### src/rtl/pulse_cdc_src_pkg.sv
// Shared definitions for the toggle-based pulse crossing: launcher FSM encoding
// and the default ack synchroniser depth shared with the destination synchroniser.
package pulse_cdc_src_pkg;

    typedef enum logic {
        IDLE     = 1'b0,
        WAIT_ACK = 1'b1
    } cdc_state_e;

    localparam int PULSE_CDC_NUM_STAGES = 2;

endpackage

### src/rtl/pulse_cdc_src_ack_sync.sv
// Resynchronises the destination's ack toggle into clk and flags each level change.
// ack_edge is decoded from the two oldest stages so it is glitch-free and one cycle wide.
module pulse_cdc_ack_sync
    import pulse_cdc_src_pkg::*;
#(
    parameter int NUM_STAGES = PULSE_CDC_NUM_STAGES
) (
    input  logic clk,
    input  logic reset,
    input  logic ack_toggle_in,
    output logic ack_edge
);

    logic [NUM_STAGES:0] ack_sync;

    always_ff @(posedge clk) begin
        if (!reset) begin
            ack_sync <= '0;
        end else begin
            ack_sync <= {ack_sync[NUM_STAGES-1:0], ack_toggle_in};
        end
    end

    assign ack_edge = ack_sync[NUM_STAGES] ^ ack_sync[NUM_STAGES-1];

endmodule

### src/rtl/pulse_cdc_src.sv
// Source-side launcher for the toggle pulse crossing: queues events, sends one toggle per
// event and waits for its echo. Optional ack watchdog: define PULSE_CDC_SRC_TIMEOUT_EN.
module pulse_cdc_src
    import pulse_cdc_src_pkg::*;
#(
    parameter int NUM_STAGES  = PULSE_CDC_NUM_STAGES,
    parameter int CNT_W       = 4,
    parameter int TIMEOUT_CYC = 1024
) (
    input  logic             clk,
    input  logic             reset,
    input  logic             event_in,
    input  logic             ack_toggle_in,
    input  logic             clr_overflow,
    output logic             req_toggle_out,
    output logic             busy,
    output logic [CNT_W-1:0] pending_cnt,
    output logic             overflow,
    output logic             timeout_err
);

    localparam logic [CNT_W-1:0] CNT_MAX = '1;

    if (NUM_STAGES < 2) begin : g_bad_stages
        $error("pulse_cdc_src: NUM_STAGES must be at least 2");
    end
    if (TIMEOUT_CYC < 1) begin : g_bad_timeout
        $error("pulse_cdc_src: TIMEOUT_CYC must be at least 1");
    end

    cdc_state_e state;
    logic       ack_edge;
    logic       launch;

    pulse_cdc_ack_sync #(
        .NUM_STAGES (NUM_STAGES)
    ) u_ack_sync (
        .clk           (clk),
        .reset         (reset),
        .ack_toggle_in (ack_toggle_in),
        .ack_edge      (ack_edge)
    );

    assign launch = (state == IDLE) && (pending_cnt != '0);

    always_ff @(posedge clk) begin
        if (!reset) begin
            state          <= IDLE;
            req_toggle_out <= 1'b0;
            busy           <= 1'b0;
            pending_cnt    <= '0;
            overflow       <= 1'b0;
        end else begin
            busy <= (state == WAIT_ACK);

            // An ack edge seen in IDLE is stale or spurious and is deliberately dropped.
            case (state)
                IDLE: begin
                    if (launch) begin
                        req_toggle_out <= ~req_toggle_out;
                        state          <= WAIT_ACK;
                    end
                end
                WAIT_ACK: begin
                    if (ack_edge) begin
                        state <= IDLE;
                    end
                end
                default: state <= IDLE;
            endcase

            if (event_in && !launch) begin
                if (pending_cnt != CNT_MAX) begin
                    pending_cnt <= pending_cnt + 1'b1;
                end
            end else if (!event_in && launch) begin
                pending_cnt <= pending_cnt - 1'b1;
            end

            // Setting takes priority so a drop coinciding with a clear is never lost.
            if (event_in && !launch && (pending_cnt == CNT_MAX)) begin
                overflow <= 1'b1;
            end else if (clr_overflow) begin
                overflow <= 1'b0;
            end
        end
    end

`ifdef PULSE_CDC_SRC_TIMEOUT_EN
    localparam int               TO_W    = $clog2(TIMEOUT_CYC + 1);
    localparam logic [TO_W-1:0]  TO_LAST = TO_W'(TIMEOUT_CYC - 1);

    logic [TO_W-1:0] to_cnt;

    // Held at zero in IDLE so every WAIT_ACK entry starts a fresh window; no re-toggle.
    always_ff @(posedge clk) begin
        if (!reset) begin
            to_cnt      <= '0;
            timeout_err <= 1'b0;
        end else begin
            timeout_err <= 1'b0;
            if (state == IDLE || ack_edge) begin
                to_cnt <= '0;
            end else if (to_cnt == TO_LAST) begin
                to_cnt      <= '0;
                timeout_err <= 1'b1;
            end else begin
                to_cnt <= to_cnt + 1'b1;
            end
        end
    end
`else
    assign timeout_err = 1'b0;
`endif

endmodule
### config.mk
export PLATFORM = sky130hd
export DESIGN_NAME = pulse_cdc_src
export DESIGN_NICKNAME = d
export VERILOG_FILES = /design/src/rtl/pulse_cdc_src_pkg.sv /design/src/rtl/pulse_cdc_src_ack_sync.sv /design/src/rtl/pulse_cdc_src.sv
export SDC_FILE = /design/constraint.sdc
export NUM_CORES = 1
export LEC_CHECK = 0
export ABC_AREA = 1
export CORE_AREA = 3 3 40 42
export DETAILED_ROUTE_END_ITERATION = 6
export DIE_AREA = 0 0 43 45
export GPL_TIMING_DRIVEN = 0
export HOLD_SLACK_MARGIN = 0.02
export PLACE_DENSITY = 0.67
export SYNTH_ARGS = -nofsm -noshare
export SYNTH_HDL_FRONTEND = slang
export SYNTH_SLANG_ARGS = --single-unit
### constraint.sdc
create_clock -name clk -period 1.9 [get_ports clk]
set_input_delay 0.19 -clock clk [delete_from_list [all_inputs] [get_ports clk]]
set_output_delay 0.19 -clock clk [all_outputs]
set_load 0.02 [all_outputs]
==> results of run 1 <==
==> repair_timing <==
action                     CTS  global route
gates resized for setup      1             7
buffers inserted             0             2
setup endpoints to repair    1             1
pin swaps                    0             2
==> metrics by stage <==
step / total power [W] / setup TNS [ns]
global placement: 0.000941 / -0.0446
finish: 0.00121 / 0
floorplan: 0.000774 / 0
detailed placement: 0.000950 / -0.0706
CTS: 0.00112 / 0
global route: 0.00133 / -0.00138
==> power groups by stage <==
stage | registers (W) | clock network, W | logic, W
floorplan | 0.000427 | 0 | 0.000348
global placement | 0.000372 | 0 | 0.000568
detailed placement | 0.000375 | 0 | 0.000575
CTS | 0.000373 | 0.000168 | 0.000584
global route | 0.000397 | 0.000188 | 0.000744
finish | 0.000382 | 0.000161 | 0.000664
==> flip-flops by register name, indices dropped and copies added, names as in the netlist <==
register             cells
pending_cnt              4
u_ack_sync.ack_sync      3
req_toggle_out           1
state                    1
overflow                 1
busy                     1
==> layout by cell type, fill, tap and decap left out, types with 3 or more instances in the layout <==
cell,n
buf_4,3
clkbuf_4,3
clkdlybuf4s50_1,11
dfxtp_1,8
inv_1,12
nand2_1,10
nand2_2,3
nand3_1,4
nor2_1,11
o21ai_0,3
==> worst reg2reg max path: stages, from the launching register on <==
cell	delay, ns
dfxtp_2	0.36
nor2_1	0.11
nand2_1	0.06
nand2_2	0.10
inv_2	0.07
nor2_2	0.09
inv_2	0.07
ha_1	0.27
nand3_1	0.09
nand3_2	0.07
inv_1	0.06
nand3_1	0.08
a21oi_1	0.14
nor2_1	0.06
==> final cells by class <==
class,count,area share
multi-input combinational,45,0.362
sequential,11,0.309
timing repair buffer,13,0.171
inverter,14,0.0717
clock buffer,4,0.0358
buffer,2,0.0256
tap,15,0.0256
==> final timing paths <==
kind                                                           to  cells past startpoint
worst max-delay path                  pending_cnt[3]$_SDFFE_PN0P_                     13
worst min-delay path            u_ack_sync.ack_sync[1]$_SDFF_PN0_                      2
worst max register to register        pending_cnt[3]$_SDFFE_PN0P_                     13
worst min register to register  u_ack_sync.ack_sync[1]$_SDFF_PN0_                      2
==> synth_stat cells <==
cell type  number  area share
fa_1            1       0.037
a21oi_1         2       0.019
xnor2_1         2       0.033
nand3_1         5       0.047
inv_1          13       0.091
dfxtp_1        11        0.41
ha_1            2       0.047
nor2_1         12       0.084
o21a_1          1       0.014
nand2_1        10       0.070
buf_4           1       0.014
a21boi_0        1       0.014
buf_6           1       0.021
conb_1          1      0.0070
nand4_1         2       0.023
inv_2           1      0.0070
o21ai_0         3       0.028
nand2_2         3       0.035
==> per-layer routing <==
metal / wire length (um) / vias to the layer above / global-route usage
met3: 52 / 4 / 0.0518
li1: - / 253 / -
met1: 419 / 218 / 0.149
met4: 30 / 0 / 0.108
met5: 0 / - / 0
met2: 430 / 10 / 0.162
==> logic make-up (layout without fill, tap and decap cells) <==
group,after synthesis,in the layout,synth area share
AOI/OAI and AO/OA,7,7,0.0746
xor gates and xnor gates,2,2,0.0326
adders and majority gates,3,3,0.0839
buffers and inverters,16,33,0.133
DFF,11,11,0.410
other,1,1,0.00699
and+or+nand+nor,32,32,0.259
==> results.md, run 1 <==
- Tcrit/Tclk final: 0.915
- DR DRC count: 0
- Comb pwr share: 0.550
- Number of vias per cell: 4.66
- Highest net fanout along the worst path: 7
- Number of inserted filler cells in the final layout: 131
- Static leakage power: 0.349 nW
- Cell internal pwr: 0.000704 W
- Startpoint of the most critical hold path: u_ack_sync.ack_sync[0]$_SDFF_PN0_
- Net Sw Frac: 0.417
- Sequential-to-total area share from yosys stat: 0.410
- Clock skew after layout: 0.00564 ns
- Critical path start-end classification: reg2reg
- Skew-Pair Late Insertion Delay: 0.27 ns
- Max stage delay on crit path: 0.36 ns
- Initial core utilization: 0.418
- Combined flip-flop and latch cell area: 226 sq um
- H-tree level count: 1
- Flop-to-flop setup slack: between 0.15 and 0.2 ns
- Largest vdd supply drop: a little under 0.0008 V
- Utilization after layout: 0.571
- Vias after detailed routing: between 400 and 500
- Ordered cell list for the critical path: nor2_1 > nand2_1 > nand2_2 > inv_2 > nor2_2 > inv_2 > ha_1 > nand3_1 > nand3_2 > inv_1 > nand3_1 > a21oi_1 > nor2_1
- Number of buffers on the longest clock path: 2
- Synthesized net count: 80
- Proportion of layout cells with a drive suffix above 1: 0.202
- Wire length per cell after detailed routing: 8.96 um
- Slowest stage cell, crit path: dfxtp_2
- Antenna fix cells: 0
- Total buffers and inverters traversed by the critical path: 3
- Placer's final routability congestion estimate: 0.729
- Antenna violations before repair: 0
- Part of the total power dissipated in the clock network: 0.134
- Clock-pin slew of the registers on the worst-case setup and hold paths: 0.07 ns
- TritonCTS Sinks: 11
- Chip height: 45 um
- Site Rows: 13
- DR iter-0 viols: 9
- Number of library cell types mapped by synthesis: 18
- Count of nets left with antenna violations after detail routing: 0
- Source of the critical timing path: pending_cnt[0]$_SDFFE_PN0P_
- Residual overflow from global routing: 0
- Length of the first detailed-routing pass in iterations: 4
- Number of buffers added by the clock tree synthesis step: 3
- Result of the run: completed
- Nets: 98
- Wire length of the first global-routing pass: 1.65 mm
- # setup viols final: 0
- Overall Global Routing Usage: 0.122
- Flip-flop and latch count after synthesis: 11
- Power Dens Cells: around 1600 nW/um^2
- Detailed Place HPWL: around 680 um
- Minimum setup slack in the final design: about 0.16 ns
- Cell count after placement: 98
- Clock root buffer: clkbuf_4
- Number of port buffers: 11
- Sequential group share of total power: 0.316
- Power spent charging and discharging nets: 0.000503 W
- Area of the multi-input gates: 265 sq um
- Netlist area before placement: 537 sq um
- Max Clk Rate: 575 MHz
- Reported max-cap violation count: 0
- Post-layout minimum cycle time: 1.74 ns
- Worst endpoint data arrival time: 1.91 ns
- Element type at the critical path start: flip-flop
- DIE AREA: 1940 sq um
- Post-Place Worst Slack: -0.0706 ns
- Source of the worst register-to-register timing path: pending_cnt[0]$_SDFFE_PN0P_
- Design Area, Final: around 730 sq um
- DIE WIDTH: 43 um
- Dominant delay contributor by cell family on the critical path: simple AND/OR/NAND/NOR gates
- Synthesis warning total: 0
- Wirelength, routed: 932 um
- Filler-free cell count of the finished design: 104
- Final hold violations: 0
- Post-Place Cell Area: 666 sq um
- Max-slew violation count: 0
- Endpoint type of the worst setup path: flip-flop
- Worst Hold Class: reg2reg
- Final hold slack: 0.415 ns
- Synthesized instance count: 72
- Number of global-route vias before repair: between 300 and 400
- Pin count of the biggest net entering global routing: 11
- Area grow syn2layout: 36.6%
- Core Area: 1280 sq um
- CTS tree: done
- Post-cts hold buffer count: 0
- Post-synthesis area per instance: about 7.5 sq um
- I/O pins: 13
- Required time worst endpoint: 2.07 ns
(Power assumes the default switching activity.)
==> run 2: changes to the inputs <==
- CORE_AREA: 3 3 40 42 -> not set
- CORE_MARGIN: not set -> 3
- CORE_UTILIZATION: not set -> 41
- DIE_AREA: 0 0 43 45 -> not set
- PLACE_DENSITY: 0.67 -> 0.71
- clock period: 1.9 -> 1.5 ns (I/O delays scaled with it)
==> run 2 against run 1 <==
  * The flow now finishes with violations (setup timing)
  * Critical path depth did not move
  * First-iteration DRC count is 44% lower
  * Sequential cell count is the same
  * Wire length up 15%
  * Largest cell class unchanged
  * Critical path type unchanged
  * Core utilization rose by 13 points
  * Clock-buffer cell count unchanged
  * Hold slack got worse by 0.0056 ns
  * Clock power grew 22%
  * Fmax rose by 6.1%
  * Die area decreased by 8.1%
  * Via count grew 1.4%
==> results.md, run 2 (synthesis results as in run 1) <==
- Global Route met3 Usage: 0.0644 (+0.0126)
- Worst Hold Class: in2reg
- Antenna fix cells: 0 (unchanged)
- Wirelength, routed: 1.07 mm (+15%)
- Reported max-cap violation count: 0 (unchanged)
- TritonCTS Sinks: 11 (unchanged)
- H-tree level count: 1 (unchanged)
- Detailed Place HPWL: 695 um (+2.6%)
- Initial core utilization: 0.458 (+0.0406)
- Startpoint of the most critical hold path: ack_toggle_in
- DIE WIDTH: 42.2 um (-1.9%)
- Endpoint type of the worst setup path: flip-flop
- Post-layout minimum cycle time: 1.64 ns (-0.100 ns)
- Overall Global Routing Usage: 0.142 (+0.0194)
- Required time worst endpoint: 1.70 ns (-0.37 ns)
- Post-cts hold buffer count: 0 (unchanged)
- Destination of the worst register-to-register timing path: pending_cnt[3]$_SDFFE_PN0P_
- Wire length per cell after detailed routing: 9.94 um (+11%)
- I/O pins: 13 (unchanged)
- Tcrit/Tclk final: 1.09 (+0.177)
- Source of the worst register-to-register timing path: pending_cnt[2]$_SDFFE_PN0P_
- Length of the first detailed-routing pass in iterations: 4 (unchanged)
- # setup viols final: 2 (+2)
- Clock root buffer: clkbuf_4
- Top library cells by usage in the layout, fill and taps aside: 11 x inv_1, 10 x nor2_1, 9 x nand2_1
- CTS tree: done
- Met1 Resource Use GR: 0.167 (+0.0175)
- Power Dens Cells: 2130 nW/um^2 (+29%)
- Flop-to-flop setup slack: -0.14 ns (-0.30 ns)
- Proportion of layout cells with a drive suffix above 1: 0.330 (+0.128)
- Placer's final routability congestion estimate: 0.773 (+6.0%)
- Setup repair after global routing missed its margin: yes
- Number of global-route vias before repair: 462 (+18%)
- Destination of the worst hold path: u_ack_sync.ack_sync[0]$_SDFF_PN0_
- Critical path start-end classification: reg2reg
- Element type at the critical path start: flip-flop
- Core Area: 1170 sq um (-8.9%)
- Met2 global-route usage: 0.231 (+0.0693)
- Highest net fanout along the worst path: 4 (-3)
- Skew-Pair Late Insertion Delay: 0.26 ns (about the same)
- Most frequent standard cell in the layout excluding fill and tap cells: inv_1
- Nets: 103 (+5.1%)
- Static leakage power: 0.415 nW (+19%)
- DR iter-0 viols: 5 (-4)
- Number of vias per cell: 4.56 (-2.3%)
- Number of buffers on the longest clock path: 2 (unchanged)
- Source of the critical timing path: pending_cnt[2]$_SDFFE_PN0P_
- Utilization after layout: 0.700 (+0.129)
- Post-Place Cell Area: 689 sq um (+3.6%)
- Hold Path Cell Cnt: 3 (+1)
- R2R cell count: 13 (unchanged)
- Minimum setup slack in the final design: -0.139 ns (-0.300 ns)
- Number of port buffers: 11 (unchanged)
- Count of nets left with antenna violations after detail routing: 0 (unchanged)
- Max-slew violation count: 0 (unchanged)
- Wire length of the first global-routing pass: 1.90 mm (+15%)
- Most crowded layer after global routing: met2
- Flip-flop count of the largest register after layout: 4 (unchanged)
- Vias after detailed routing: 492 (+1.4%)
- Area grow syn2layout: 52.7%
- Chip height: 42.2 um (-6.3%)
- Clock-pin slew of the registers on the worst-case setup and hold paths: 0.07 ns (about the same)
- Result of the run: finished, violations left
- Clock skew after layout: 0.00389 ns (-0.00175 ns)
- Residual overflow from global routing: 0 (unchanged)
- Worst endpoint data arrival time: 1.84 ns (-0.07 ns)
- Design Area, Final: 820 sq um (+12%)
- Pin count of the biggest net entering global routing: 11 (unchanged)
- Number of buffers added by the clock tree synthesis step: 3 (unchanged)
- Largest registers in the final layout: pending_cnt (4), u_ack_sync.ack_sync (3)
- DR DRC count: 0 (unchanged)
- Violated checks: setup timing
- Register name with the most flops: pending_cnt
- Antenna violations before repair: 0 (unchanged)
- Largest vdd supply drop: 0.00104 V (+32%)
- DIE AREA: 1780 sq um (-8.1%)
- Final hold violations: 0 (unchanged)
- Site Rows: 12 (-1)
- Max Clk Rate: 610 MHz (+6.1%)
## run 2: area by class of cell
| class | count | area, sq um |
|---|---|---|
| plain buffers | 2 | 18.8 |
| repair buffers | 18 | 165 |
| clock buffers | 4 | 26.3 |
| flip-flops and latches | 11 | 233 |
| inverters | 14 | 57.6 |
| well taps | 14 | 17.5 |
| multi-input cells | 45 | 302 |
| fillers | 105 | 352 |
## run 2: per-stage QoR
stage                     hold WS [ns]  setup TNS (ns)  setup slack, ns  total power (W)  std cells
after floorplan                  0.248          -0.208           -0.130          0.00103         72
after global placement           0.393          -0.645           -0.300          0.00125         97
after detailed placement         0.401          -0.692           -0.342          0.00126         97
after CTS                        0.402          -0.261           -0.166          0.00171        108
after global routing             0.419          -0.478           -0.277          0.00190        108
final                            0.409          -0.183           -0.139          0.00174        108
## run 2: metal layers
metal	vias up	routed length, um
met5	-	0
met4	0	8
met3	2	67
met2	14	511
met1	214	484
li1	262	-
## run 2: timing repair
action	4_1_cts	5_1_grt
pin swaps	12	10
gates resized for setup	10	6
setup endpoints to repair	3	5
buffers inserted	7	0
cloned	0	0
## run 2: worst max path at each step
stage | end | slack (ns) | depth (start not counted)
finish | pending_cnt[3]$_SDFFE_PN0P_ | -0.14 | 13
floorplan | pending_cnt[3]$_SDFFE_PN0P_ | -0.13 | 12
global placement | pending_cnt[3]$_SDFFE_PN0P_ | -0.30 | 11
detailed placement | pending_cnt[3]$_SDFFE_PN0P_ | -0.34 | 10
global route | pending_cnt[3]$_SDFFE_PN0P_ | -0.28 | 13
CTS | pending_cnt[3]$_SDFFE_PN0P_ | -0.17 | 12
## run 2: critical path: stages (launching register included)
cell	delay [ns]
dfxtp_4	0.35
nor2_2	0.09
nand2_1	0.06
nand2_2	0.08
inv_4	0.04
nor2_4	0.09
inv_4	0.06
ha_4	0.28
nand3_2	0.07
nand3_2	0.08
nand4_1	0.12
nand3_1	0.12
nand2_1	0.05
nor2_1	0.08
## run 2: where the power goes
| group | total, W | switching, W | internal, W |
|---|---|---|---|
| Sequential | 0.000451 | 0.0000526 | 0.000398 |
| Clock | 0.000197 | 0.0000944 | 0.000103 |
| Combinational | 0.00110 | 0.000586 | 0.000510 |
| Total | 0.00174 | 0.000733 | 0.00101 |
